<file path="config.mk">
export PLATFORM = sky130hd
export DESIGN_NAME = wb_arbiter_rr
export DESIGN_NICKNAME = d
export VERILOG_FILES = /design/src/rtl/wb_arb_pkg.sv /design/src/rtl/wb_rr_picker.sv /design/src/rtl/wb_arbiter_rr.sv
export SDC_FILE = /design/constraint.sdc
export NUM_CORES = 1
export LEC_CHECK = 0
export BUFFER_PORTS_ARGS = -buffer_cell sky130_fd_sc_hd__buf_2
export CAP_MARGIN = 20
export CELL_PAD_IN_SITES_DETAIL_PLACEMENT = 0
export CELL_PAD_IN_SITES_GLOBAL_PLACEMENT = 1
export CORE_UTILIZATION = 32
export DETAILED_ROUTE_END_ITERATION = 8
export PLACE_DENSITY_LB_ADDON = 0.1
export SKIP_LAST_GASP = 1
export SYNTH_ARGS = -nofsm -noshare
export SYNTH_HDL_FRONTEND = slang
export SYNTH_SLANG_ARGS = --single-unit
</file>
<file path="constraint.sdc">
create_clock -name clk -period 1.45 [get_ports clk]
set_input_delay 0.29 -clock clk [delete_from_list [all_inputs] [get_ports clk]]
set_output_delay 0.29 -clock clk [all_outputs]
set_load 0.005 [all_outputs]
</file>
<file path="src/rtl/wb_arb_pkg.sv">
// Shared types and helpers for the round-robin Wishbone bus arbiter.
// Holds the FSM state type, the default master count and one-hot decode.
package wb_arb_pkg;

  typedef enum logic [1:0] {IDLE, OWNED, ABORT} arb_state_t;

  localparam int NUMM_DFLT = 3;
  localparam int IDXW = $clog2(NUMM_DFLT);

  function automatic int unsigned onehot2idx(input logic [31:0] oh);
    onehot2idx = 0;
    for (int i = 0; i < 32; i++)
      if (oh[i]) onehot2idx = i;
  endfunction

endpackage

</file>
<file path="src/rtl/wb_rr_picker.sv">
// Combinational rotating priority encoder: first set req bit after last.
// Ports: req (requests), last (previous owner), pick (one-hot), pick_idx.
module wb_rr_picker
  import wb_arb_pkg::*;
#(
  parameter int NUMM = NUMM_DFLT,
  parameter int IW   = $clog2(NUMM)
) (
  input  logic [NUMM-1:0] req,
  input  logic [IW-1:0]   last,
  output logic [NUMM-1:0] pick,
  output logic [IW-1:0]   pick_idx
);

  logic          found;
  logic [IW-1:0] j;

  always_comb begin
    pick     = '0;
    pick_idx = '0;
    found    = 1'b0;
    j        = '0;
    for (int k = 1; k <= NUMM; k++) begin
      j = IW'((int'(last) + k) % NUMM);
      if (!found && req[j]) begin
        found    = 1'b1;
        pick[j]  = 1'b1;
        pick_idx = j;
      end
    end
  end

endmodule

</file>
<file path="src/rtl/wb_arbiter_rr.sv">
// Round-robin Wishbone bus-ownership arbiter with CYC locking.
// Ports: clk, rst (sync, high), cyc_i/stb_i per master, ack_i, err_i,
//   gnt_o (one-hot, registered), gnt_idx_o, busy_o, to_err_o, timeout_o.
// Define WB_ARB_TIMEOUT_EN to build the stalled-cycle watchdog.
module wb_arbiter_rr
  import wb_arb_pkg::*;
#(
  parameter int NUMM           = NUMM_DFLT,
  parameter int TIMEOUT_CYCLES = 256
) (
  input  logic                    clk,
  input  logic                    rst,
  input  logic [NUMM-1:0]         cyc_i,
  input  logic [NUMM-1:0]         stb_i,
  input  logic                    ack_i,
  input  logic                    err_i,
  output logic [NUMM-1:0]         gnt_o,
  output logic [$clog2(NUMM)-1:0] gnt_idx_o,
  output logic                    busy_o,
  output logic                    to_err_o,
  output logic                    timeout_o
);

  localparam int IW = $clog2(NUMM);

  arb_state_t      state_q, state_d;
  logic [IW-1:0]   last_q, last_d;
  logic [NUMM-1:0] gnt_q, gnt_d;
  logic [NUMM-1:0] pick;
  logic [IW-1:0]   pick_idx;

  wb_rr_picker #(.NUMM(NUMM)) u_pick (
    .req      (cyc_i),
    .last     (last_q),
    .pick     (pick),
    .pick_idx (pick_idx)
  );

`ifdef WB_ARB_TIMEOUT_EN
  localparam int CW = $clog2(TIMEOUT_CYCLES + 1);

  logic [CW-1:0] cnt_q;
  logic          stall;
  logic          expire;

  // Owner strobing with no response this cycle.
  assign stall  = (state_q == OWNED) && stb_i[last_q]
                  && !ack_i && !err_i;
  assign expire = stall && (cnt_q == CW'(TIMEOUT_CYCLES - 1));

  always_ff @(posedge clk) begin
    if (rst || !stall || expire)
      cnt_q <= '0;
    else
      cnt_q <= cnt_q + 1'b1;
  end

  assign to_err_o  = (state_q == ABORT);
  assign timeout_o = (state_q == ABORT);
`else
  logic unused_cfg;
  assign unused_cfg = ^{stb_i, ack_i, err_i, 32'(TIMEOUT_CYCLES)};

  assign to_err_o  = 1'b0;
  assign timeout_o = 1'b0;
`endif

  always_ff @(posedge clk) begin
    if (rst) begin
      state_q <= IDLE;
      last_q  <= IW'(NUMM - 1);
      gnt_q   <= '0;
    end else begin
      state_q <= state_d;
      last_q  <= last_d;
      gnt_q   <= gnt_d;
    end
  end

  // last_q doubles as the owner index while the bus is held.
  always_comb begin
    state_d = state_q;
    last_d  = last_q;
    gnt_d   = gnt_q;
    unique case (state_q)
      IDLE: begin
        if (|cyc_i) begin
          state_d = OWNED;
          gnt_d   = pick;
          last_d  = pick_idx;
        end
      end
      OWNED: begin
        if (!cyc_i[last_q]) begin
          state_d = IDLE;
          gnt_d   = '0;
        end
`ifdef WB_ARB_TIMEOUT_EN
        else if (expire) begin
          state_d = ABORT;
        end
`endif
      end
      ABORT: begin
        if (!cyc_i[last_q]) begin
          state_d = IDLE;
          gnt_d   = '0;
        end else begin
          state_d = OWNED;
        end
      end
      default: begin
        state_d = IDLE;
        gnt_d   = '0;
      end
    endcase
  end

  assign gnt_o     = gnt_q;
  assign busy_o    = |gnt_q;
  assign gnt_idx_o = IW'(onehot2idx(32'(gnt_q)));

endmodule

</file>
==> qor.txt <==
number of diodes: 0
WL final: 1676 um
vias in the first global route: 600
Synth area leader: dfxtp_1
max cap viols: 0
Final Cycle Share: 1.094
fillcell total: 185
Min-Delay Path Depth: 2
hold path endpoint: state_q[0]
Layout area overhead: 29.39%
GRT Util Overall: 0.1890
worst setup margin: -135.6 ps
TritonCTS buffer count: 3
H-tree levels: 1
hold_buf cts: 0
R2R depth: 6
synth top area cells: dfxtp_1 19%, ha_1 7.9%, mux2i_1 6.3%
peak supply drop: 0.0004950 V
die area: 0.002165 mm2
CP arrival: 1750 ps
Final HPWL DP: 1250 um
area occupied by multi-input gates: 479.2 um2
Mapped Cells: 77
TritonCTS clock tree: done
unrepaired setup endpoints after global routing: true
slowest stage delay, CP: 360 ps
Initial Util: 0.3558
Max Fanout on Critical Path: 8
die width: 46.53 um
Setup Crit Path Kind: register to register
mapped cell area: 634.4 um2
maximum clock rate: 630.7 MHz
Yosys top cell area share: 0.1893
Post-layout nets: 109
end-of-flow core utilization: 0.4604
hold crit path type: input port to register
total power: 944.8 uW
critical-path cell list: buf_12 > ha_4 > nand3b_1 > o221ai_2 > o311a_1 > o21bai_1
clk root buf: clkbuf_4
I/O Buffers: 10
layout cells sized above 1: 0.3978
vias: 636
Hold Crit Start: rst
Buf/Inv on CP: 1
R2R setup slack: -140 ps
DP Worst Slack: -133.5 ps
Reg-to-Reg Start: last_q[1]
Avg WL per Cell: 14.20 um
worst-case clock skew: 6.665 ps
worst r2r dst: last_q[1]
CTS Sinks: 6
I/O pin total: 18
PD cells: 1151 mW/mm2
violated checks: setup timing
FF/Latch Area: 127.6 um2
pin count of the biggest net entering global routing: 13
Critical Path Slowest Stage Cell: dfxtp_4
die height: 46.53 um
WP depth: 6
Final Critical Period: 1586 ps
initial antenna violation count: 0
global-route wire length before repair: 2877 um
status: finished with violations
YS warnings: 0
setup violators final: 5
1st-pass router iterations: 4
Slew Limit Fails: 0
Final ANT Viol Nets: 0
cell family with most CP delay: compound AO/OA/AOI/OAI gates
Via density: 5.390
initial drt markers: 14
DRC viols: 0
leakage power: 0.3292 nW
Critical Path Start Type: register
setup_tns: -297.6 ps
GP Congestion: 0.7878
Fin. Hold Viols: 0
Rows: 15
GR Overflow Total: 0
element type at the critical path end: register
Core ar.: 0.001783 mm2
Cell variety after synth: 40
maximum clock path buffer count: 2
#FFs+latches synth: 6
Mean Syn Cell Area: 8.238 um2
WP data required: 1610 ps
clock slew at reported path FFs: 50 ps
Clk Latency, worst-skew pair: 240 ps
register area share after synthesis: 0.1893
metal layers:
layer,vias to the layer above,track usage,part of all wire
met5,-,0,0
met4,0,0.1059,0.0060
met3,2,0.02353,0.048
met2,18,0.2917,0.49
met1,298,0.2494,0.46
li1,318,-,-
report_power, final:
part | internal (mW) | total [mW] | switching, mW
logic | 0.295 | 0.565 | 0.270
clock network | 0.0932 | 0.147 | 0.0534
registers | 0.198 | 0.233 | 0.0353
total | 0.586 | 0.945 | 0.358
metrics by stage:
| stage | hold slack [ps] | cells | cell area [um2] |
|---|---|---|---|
| 6_report | 322.4 | 118 | 820.8 |
| 5_1_grt | 330.6 | 118 | 820.8 |
| 4_1_cts | 311.3 | 116 | 775.7 |
| 3_5_place_dp | 503.2 | 113 | 747.0 |
| 3_3_place_gp | 499.2 | 113 | 747.0 |
| 2_1_floorplan | 359.4 | 78 | 659.4 |
state kept, by name, indices dropped and copies added, names as in the netlist:
| signal | flops |
|---|---|
| gnt_o | 3 |
| last_q | 2 |
| state_q | 1 |
worst max-delay path by stage:
| stage | start | slack (ps) | end |
|---|---|---|---|
| after floorplan | last_q[0] | 10 | last_q[1] |
| after global placement | last_q[1] | -110 | last_q[1] |
| after detailed placement | last_q[1] | -130 | last_q[1] |
| after CTS | last_q[1] | -110 | last_q[1] |
| after global routing | last_q[1] | -200 | last_q[1] |
| final | last_q[1] | -140 | last_q[1] |
logic make-up (layout without fill, tap and decap cells):
family | Yosys count | after routing | share of synthesized area
AOI/OAI and AO/OA | 20 | 20 | 0.2525
adders and majority gates | 4 | 4 | 0.07890
buffers and inverters | 14 | 29 | 0.1302
DFF | 6 | 6 | 0.1894
muxes | 4 | 4 | 0.06312
other | 1 | 2 | 0.005911
and+or+nand+nor | 28 | 28 | 0.2801
cell usage after synthesis (all sizes together):
master,count
or3,1
and3b,1
and2,1
a22oi,1
nand2,1
o21a,1
o31ai,1
nor2b,1
o41ai,1
o211ai,3
mux2i,4
o221ai,3
nand3,2
or2b,1
o21bai,1
nand4b,1
nand2b,1
o311a,1
nor2,6
ha,4
conb,1
o21ai,4
nand3b,4
nor3,4
buf,8
nor3b,2
clkinv,1
dfxtp,6
a41o,1
nand4bb,1
nor4,1
o2111ai,1
inv,5
a31oi,2
what timing repair did:
| action | CTS | global route |
|---|---|---|
| setup endpoints to repair | 5 | 5 |
| pin swaps | 1 | 2 |
| resized for setup | 2 | 6 |
| setup buffers | 0 | 2 |
final cells by class:
cell class | count | area share
clock buffers | 3 | 0.02744
inverters | 6 | 0.02744
multi-input cells | 58 | 0.5838
flip-flops and latches | 6 | 0.1555
well taps | 25 | 0.03811
repair buffers | 20 | 0.1677
cell usage in the layout (no fill, tap or decap), types with 3 or more instances in the layout:
cell / count
nor3_1: 3
clkbuf_4: 3
inv_1: 4
buf_2: 10
mux2i_1: 3
buf_4: 9
o21ai_1: 3
nor2_1: 5
o221ai_2: 3
dfxtp_1: 4
o211ai_1: 3
nand3b_1: 4
Power figures use the tool's default switching activity.
